### config.mk
export PLATFORM = sky130hd
export DESIGN_NAME = fnd_display_scheduler
export DESIGN_NICKNAME = d
export VERILOG_FILES = /design/src/rtl/fnd_display_scheduler.sv
export SDC_FILE = /design/constraint.sdc
export NUM_CORES = 1
export LEC_CHECK = 0
export BUFFER_PORTS_ARGS = -buffer_cell sky130_fd_sc_hd__buf_2
export CAP_MARGIN = 25
export CORE_UTILIZATION = 55
export CTS_CLUSTER_SIZE = 10
export DETAILED_ROUTE_END_ITERATION = 12
export GPL_ROUTABILITY_DRIVEN = 0
export GPL_TIMING_DRIVEN = 1
export PLACE_DENSITY = 0.8
export SLEW_MARGIN = 15
export SYNTH_ARGS = -nofsm -noshare
export SYNTH_HDL_FRONTEND = slang
export SYNTH_SLANG_ARGS = --single-unit
### constraint.sdc
create_clock -name sysclk -period 2.5 [get_ports sysclk]
set_input_delay 0 -clock sysclk [delete_from_list [all_inputs] [get_ports sysclk]]
set_output_delay 0 -clock sysclk [all_outputs]
set_load 0.05 [all_outputs]
### src/rtl/fnd_display_scheduler.sv
// FND display scheduler: round-robin between wash time and PWM duty,
// with a blinking alarm source that preempts both.
module fnd_display_scheduler #(
  parameter int TICK_DIV = 100000,
  parameter int DWELL_MS = 2000,
  parameter int BLINK_MS = 500
) (
  input  logic        sysclk,
  input  logic        i_rst_n,
  input  logic [2:0]  i_srcValid,
  input  logic [13:0] i_src0Data,
  input  logic [13:0] i_src1Data,
  input  logic [13:0] i_src2Data,
  output logic [13:0] o_fndData,
  output logic        o_fndBlank,
  output logic [1:0]  o_activeSrc,
  output logic [2:0]  o_srcGrant
);

  localparam int TW = (TICK_DIV > 1) ? $clog2(TICK_DIV) : 1;
  localparam int DW = (DWELL_MS > 1) ? $clog2(DWELL_MS) : 1;
  localparam int BW = (BLINK_MS > 1) ? $clog2(BLINK_MS) : 1;

  typedef enum logic [1:0] {IDLE, SHOW, ALARM} state_t;

  state_t        state_q, state_d;
  logic          cur_q, cur_d;
  logic [TW-1:0] tick_q, tick_d;
  logic [DW-1:0] dwell_q, dwell_d;
  logic [BW-1:0] blink_q, blink_d;
  logic          phase_q, phase_d;
  logic [13:0]   data_q, data_d;
  logic          blank_q, blank_d;
  logic [1:0]    active_q, active_d;
  logic [2:0]    grant_q, grant_d;
  logic          ms_tick;
  logic [13:0]   sel;

  assign ms_tick = (tick_q == TW'(TICK_DIV - 1));
  assign tick_d  = ms_tick ? '0 : tick_q + 1'b1;

  always_comb begin
    state_d = state_q;
    cur_d   = cur_q;
    dwell_d = dwell_q;
    blink_d = blink_q;
    phase_d = phase_q;
    grant_d = '0;
    // Alarm wins over any dwell expiry or source drop in the same cycle.
    if (i_srcValid[2] && state_q != ALARM) begin
      state_d    = ALARM;
      blink_d    = '0;
      phase_d    = 1'b1;
      grant_d[2] = 1'b1;
    end else begin
      unique case (state_q)
        IDLE, ALARM: begin
          if (state_q == ALARM && i_srcValid[2]) begin
            if (ms_tick) begin
              if (blink_q == BW'(BLINK_MS - 1)) begin
                blink_d = '0;
                phase_d = ~phase_q;
              end else begin
                blink_d = blink_q + 1'b1;
              end
            end
          end else if (i_srcValid[cur_q]) begin
            state_d = SHOW;
            dwell_d = '0;
            grant_d = cur_q ? 3'b010 : 3'b001;
          end else if (i_srcValid[~cur_q]) begin
            state_d = SHOW;
            cur_d   = ~cur_q;
            dwell_d = '0;
            grant_d = cur_q ? 3'b001 : 3'b010;
          end else begin
            state_d = IDLE;
          end
        end
        SHOW: begin
          if (!i_srcValid[cur_q]) begin
            if (i_srcValid[~cur_q]) begin
              cur_d   = ~cur_q;
              dwell_d = '0;
              grant_d = cur_q ? 3'b001 : 3'b010;
            end else begin
              state_d = IDLE;
            end
          end else if (ms_tick) begin
            if (dwell_q == DW'(DWELL_MS - 1)) begin
              dwell_d = '0;
              if (i_srcValid[~cur_q]) begin
                cur_d   = ~cur_q;
                grant_d = cur_q ? 3'b001 : 3'b010;
              end
            end else begin
              dwell_d = dwell_q + 1'b1;
            end
          end
        end
        default: state_d = IDLE;
      endcase
    end
  end

  always_comb begin
    active_d = 2'd3;
    blank_d  = 1'b1;
    unique case (state_d)
      SHOW: begin
        active_d = {1'b0, cur_d};
        blank_d  = 1'b0;
      end
      ALARM: begin
        active_d = 2'd2;
        blank_d  = ~phase_d;
      end
      default: ;
    endcase
  end

  always_comb begin
    sel = '0;
    unique case (active_q)
      2'd0:    sel = i_src0Data;
      2'd1:    sel = i_src1Data;
      2'd2:    sel = i_src2Data;
      default: sel = '0;
    endcase
    data_d = (sel > 14'd9999) ? 14'd9999 : sel;
  end

  always_ff @(posedge sysclk or negedge i_rst_n) begin
    if (!i_rst_n) begin
      state_q  <= IDLE;
      cur_q    <= 1'b0;
      tick_q   <= '0;
      dwell_q  <= '0;
      blink_q  <= '0;
      phase_q  <= 1'b0;
      data_q   <= '0;
      blank_q  <= 1'b1;
      active_q <= 2'd3;
      grant_q  <= '0;
    end else begin
      state_q  <= state_d;
      cur_q    <= cur_d;
      tick_q   <= tick_d;
      dwell_q  <= dwell_d;
      blink_q  <= blink_d;
      phase_q  <= phase_d;
      data_q   <= data_d;
      blank_q  <= blank_d;
      active_q <= active_d;
      grant_q  <= grant_d;
    end
  end

  assign o_fndData   = data_q;
  assign o_fndBlank  = blank_q;
  assign o_activeSrc = active_q;
  assign o_srcGrant  = grant_q;

endmodule

# Word-level counts from Yosys, hierarchy flattened
# Index checks and enable logic that the tools add are counted.
word_totals:
  register_bits: 61
  in_bits: 47
  wordCells: 95
op_classes:
  add_sub_neg: 3
  muxes: 52
  reduce_logical: 11
  bitwise: 4
  eq_ne: 12
  order_cmp: 3
op_table:
  columns: ["op", "n"]
  rows:
  - ["$mux 11", 6]
  - ["$mux 9", 5]
  - ["$pmux 14 s3", 1]
  - ["$pmux 11 s2", 1]
  - ["$mux 2", 10]
  - ["$mux 1", 19]
  - ["$add 17x1->17 const B", 1]
  - ["$eq 17x17->1 const B", 1]
  - ["$mux 17", 1]
  - ["$gt 14x14->1 const B", 1]
  - ["$mux 14", 1]
  - ["$add 11x1->11 const B", 1]
  - ["$eq 11x11->1 const B", 1]
  - ["$add 9x1->9 const B", 1]
  - ["$eq 9x9->1 const B", 1]
  - ["$mux 3", 3]
  - ["$pmux 2 s2", 2]
  - ["$reduce_bool 2->1", 4]
  - ["$eq 2x1->1 const B", 3]
  - ["$eq 2x2->1 const B", 3]
  - ["$lt 1x3->1 const B", 2]
  - ["$pmux 3 s2", 1]
  - ["$logic_not 2->1", 2]
  - ["$ne 2x2->1 const B", 2]
  - ["7 further kinds", 12]

# Longest topological paths before layout
logic_depth:
  word_depth: 10
  depth_mapped: 8

# Least setup slack after synthesis
# OpenSTA, ideal clock, no wires.
synth_path:
  path_type: "flip-flop to flip-flop"
  start: "register active_q[1], in the netlist o_activeSrc[1]"
  end: "register data_q[0], in the netlist o_fndData[0]"
  slack_ns: 0.296
  n_path_buf: 2
  path_stages_with_launch: 8
  setup_ns: 0.145
  t_arrival_ns: 2.060
  path_cell_list: "dfstp_2 > buf_2 > buf_2 > mux2i_1 > a2bb2oi_1 > nand4_1 > a31oi_1 > o211ai_1"
synth_between:
  elab_chain_len: 4
synth_lines:
  columns: ["element", "line", "text"]
  rows:
  - ["start, declared", "34", "logic [1:0] active_q, active_d;"]
  - ["start signal, assigned", "154", "active_q <= active_d;"]
  - ["$eq 2x2->1, or another cell as far along", "124", "unique case (active_q)"]
  - ["$pmux 14 s3 (*)", "124", null]
  - ["$gt 14x14->1", "130", "data_d = (sel > 14'd9999) ? 14'd9999 : sel;"]
  - ["$mux 14 (*)", "130", null]
  - ["net data_d[0]", "32", "logic [13:0] data_q, data_d;"]
  - ["end signal, assigned", "152", "data_q <= data_d;"]
  - ["end, declared", "32", null]
# Mark *: on every way through the listed nets, which the timed path passes. The rest lies on a longest branch.
# A chain may end at the register's enable or synchronous reset.

# Worst setup path after layout
# Ends and elaborated chain as after synthesis.

==> summary.md <==
| Metric | Value |
|---|---|
| Clock-pin slew on the worst setup and hold paths | 70 ps |
| Hold Path Class | in2reg |
| Global route total overflow | 0 |
| Initial antenna violation count | 0 |
| Period Utilization, post-route | between 80 and 90% |
| Multi-input gate area | between 1500 and 2000 sq um |
| Fmax | between 400 and 500 MHz |
| Cells after synthesis | roughly 340 |
| Num CTS Buffers | 9 |
| Vias/cell | approximately 5.8 |
| CTS tree | done |
| Worst-path fanout max | 16 |
| Die Span Y | 78.8 um |
| # IOs | 67 |
| Total Routed Length | around 7.7 mm |
| Dpl cells | between 400 and 500 |
| FF/Latch Area | 1530 sq um |
| Postcts setup bufs | 0 |
| Total Power | between 2 and 2.5 mW |
| Cell Area, Synth | around 3200 sq um |
| Cell taking the most area after synthesis | dfrtp_1 |
| Critical Path Start Type | register |
| Final worst path period need | between 2000 and 2500 ps |
| NumNets Final | 469 |
| Largest net degree at the start of global routing | 26 |
| Setup WS post-layout | about 300 ps |
| Starting DRT DRC Count | approximately 210 |
| Setup CP Type | reg2reg |
| WL/cell | between 15 and 20 um |
| Most common cell in the netlist | dfrtp_1 |
| Drt drc | 0 |
| CTS Hold Bufs | 18 |
| Unique masters post-synth | 47 |
| Sequential fraction of the synthesis area | between 40% and 50% |
| Crit path DAT | roughly 2400 ps |
| 1st-pass router iterations | 5 |
| Slowest stage delay, CP | about 840 ps |
| Final Skew | between 10 and 15 ps |
| Pre-CTS WS | around 370 ps |
| Number of synthesized register bits | 61 |
| Max_slew headroom | between 60% and 70% |
| P_leak | 1.87 nW |
| # setup viols final | 0 |
| DR vias | between 2000 and 3000 |
| Clk root buf | clkbuf_8 |
| CP Capture Type | register |
| Fin cells | between 400 and 500 |
| FFs w/ async S/R, synth | between 90% and 100% |
| TritonCTS Sinks | between 60 and 70 |
| Post-synth top flop | dfrtp_1 |
| Yosys warns | 0 |
| RSZ-0062 raised after global routing | false |
| CP max stage cell | dfstp_2 |
| Top post-synthesis cells by area | dfrtp_1 45%, mux2i_1 4.6%, nand2_1 4.4% |
| First-pass GRT wire length | around 12 mm |
| Initial Util | 57.9% |
| Max Root-Sink Buffers | 2 |
| Fin util | 71.2% |
| Final slew viol count | 0 |
| Die area | 6210 sq um |
| # fillers | 420 |
| Count of buffers from port buffering | 66 |
| Row count | 27 |
| Fin. Hold Viols | 0 |
| # resized after CTS | 0 |
| Power per Cell Area | slightly below 600 nW/um^2 |
| Post-synth EDFFs | 0 |
| Antenna diodes | 0 |
| Post-synthesis area per instance | just under 10 sq um |
| HPWL after detailed placement | about 5 mm |
| Commonest cells in the netlist | 58 x dfrtp_1, 38 x nand2_1, 25 x nand3_1 |
| GRT Overall Usage | between 20% and 30% |
| Critical Path RT | 2690 ps |
| Clock network latency to the later pin of the worst-skew pair | 330 ps |
| Sequence of cells on the critical path | nor2b_1 -> buf_4 -> a2bb2oi_1 -> a21oi_1 -> a31oi_1 -> o211ai_1 |
| VDD IR max | around 0.00041 V |
| Core Region | 5610 sq um |
| Post-synth top area share | between 40% and 50% |
| Syn nets | about 390 |
| Setup TNS | 0 ps |
| Number of global-route vias before repair | about 2700 |
| Layout cell share with drive strength beyond 1 | 22.6% |
| Layout area overhead | 23.0% |
| Post-route antenna net violation count | 0 |
| Outcome | finished, final reports clean |
| Horiz. Die Dim | 78.8 um |
| H-tree levels | 3 |
| Slew @ Worst Pin | 524 ps |
| MaxCap Viol Count | 0 |
==> power breakdown <==
| part | internal (mW) | leakage, nW | switching, mW | total, mW |
|---|---|---|---|---|
| clock network | 0.460 | 0.0943 | 0.364 | 0.824 |
| registers | 1.04 | 0.789 | 0.0401 | 1.08 |
| logic | 0.155 | 0.989 | 0.319 | 0.474 |
==> layout make-up <==
cell class              count  area share (%)
multi-input cells         254            40.7
flip-flops and latches     61            38.3
repair buffers             89            13.7
clock buffers              12            3.39
well taps                  72            2.26
clock inverters             4            1.22
inverters                   4           0.376
==> layout by cell type (no fill, tap or decap), types with 3 or more instances in the layout <==
cell type      synthesis  routed
buf_2                  7      66
dfrtp_1               58      58
nand2_1               38      38
nand3_1               25      25
nor2_1                22      22
dlygate4sd3_1          0      18
o21ai_0               17      17
mux2i_1               15      15
a21oi_1               13      13
xnor2_1               12      12
a2bb2oi_1             11      11
nor3_1                 9       9
and3_1                 9       9
clkbuf_8               0       9
nand2b_1               7       7
nand4_1                6       6
xor2_1                 5       5
o211ai_1               5       5
buf_4                  1       5
inv_1                  4       4
nor3b_1                4       4
a211oi_1               4       4
or4_1                  4       4
or3_1                  4       4
nor2b_1                3       3
and4_1                 3       3
o22ai_1                3       3
o21a_1                 3       3
or2_2                  3       3
a21o_1                 3       3
ha_1                   3       3
clkbuf_1               9       3
dfstp_2                3       3
==> worst max-delay path: cells and delay by family, from the launching register on <==
family	cells	cell delay, ps
and+or+nand+nor	1	190
buffers and inverters	1	220
AOI/OAI and AO/OA	4	820
DFF	1	840
==> kinds of logic (layout without fill, tap and decap cells) <==
logic type / after synthesis / after routing / synth area share (%)
adder cells (fa/ha/maj): 3 / 3 / 1.16
XOR/XNOR: 17 / 17 / 4.59
multiplexers: 17 / 17 / 5.32
flip-flops: 61 / 61 / 47.1
AND/OR/NAND/NOR: 150 / 150 / 25.4
buffers and inverters: 21 / 109 / 2.81
AO/OA/AOI/OAI: 67 / 67 / 13.6
==> per-stage QoR <==
stage               hold WS, ps  cell area [sq um]
floorplan                  -296               3250
global placement          -29.0               3630
detailed placement        -19.5               3630
CTS                       0.199               3990
global route               4.30               3990
finish                     1.10               3990
==> registers in the layout (all words and copies together) (netlist names) <==
name,cells
dwell_q,11
state_q,2
cur_q,1
phase_q,1
o_fndData,14
o_activeSrc,2
o_fndBlank,1
blink_q,9
o_srcGrant,3
tick_q,17
==> path summary, 6_finish.rpt <==
check | start | to | slack [ps] | depth (start not counted)
worst min register to register | blink_q[8] | blink_q[8] | 480 | 1
worst min-delay path | i_src1Data[4] | o_fndData[4] | 1 | 3
min in group asynchronous | i_rst_n | dwell_q[0] | 160 | 2
max in group asynchronous | i_rst_n | o_fndBlank | 1600 | 3
worst max-delay path | o_activeSrc[1] | o_fndData[0] | 300 | 6
worst max register to register | o_activeSrc[1] | o_fndData[0] | 300 | 6
==> per-layer routing <==
layer	GRT usage, %	part of all wire (%)	vias up
met4	10.5	1.9	0
met5	0	0	-
li1	-	-	1377
met1	34.0	44	1393
met2	41.8	49	117
met3	5.06	5.3	14
Note: power is estimated with default switching activity, not from simulation.
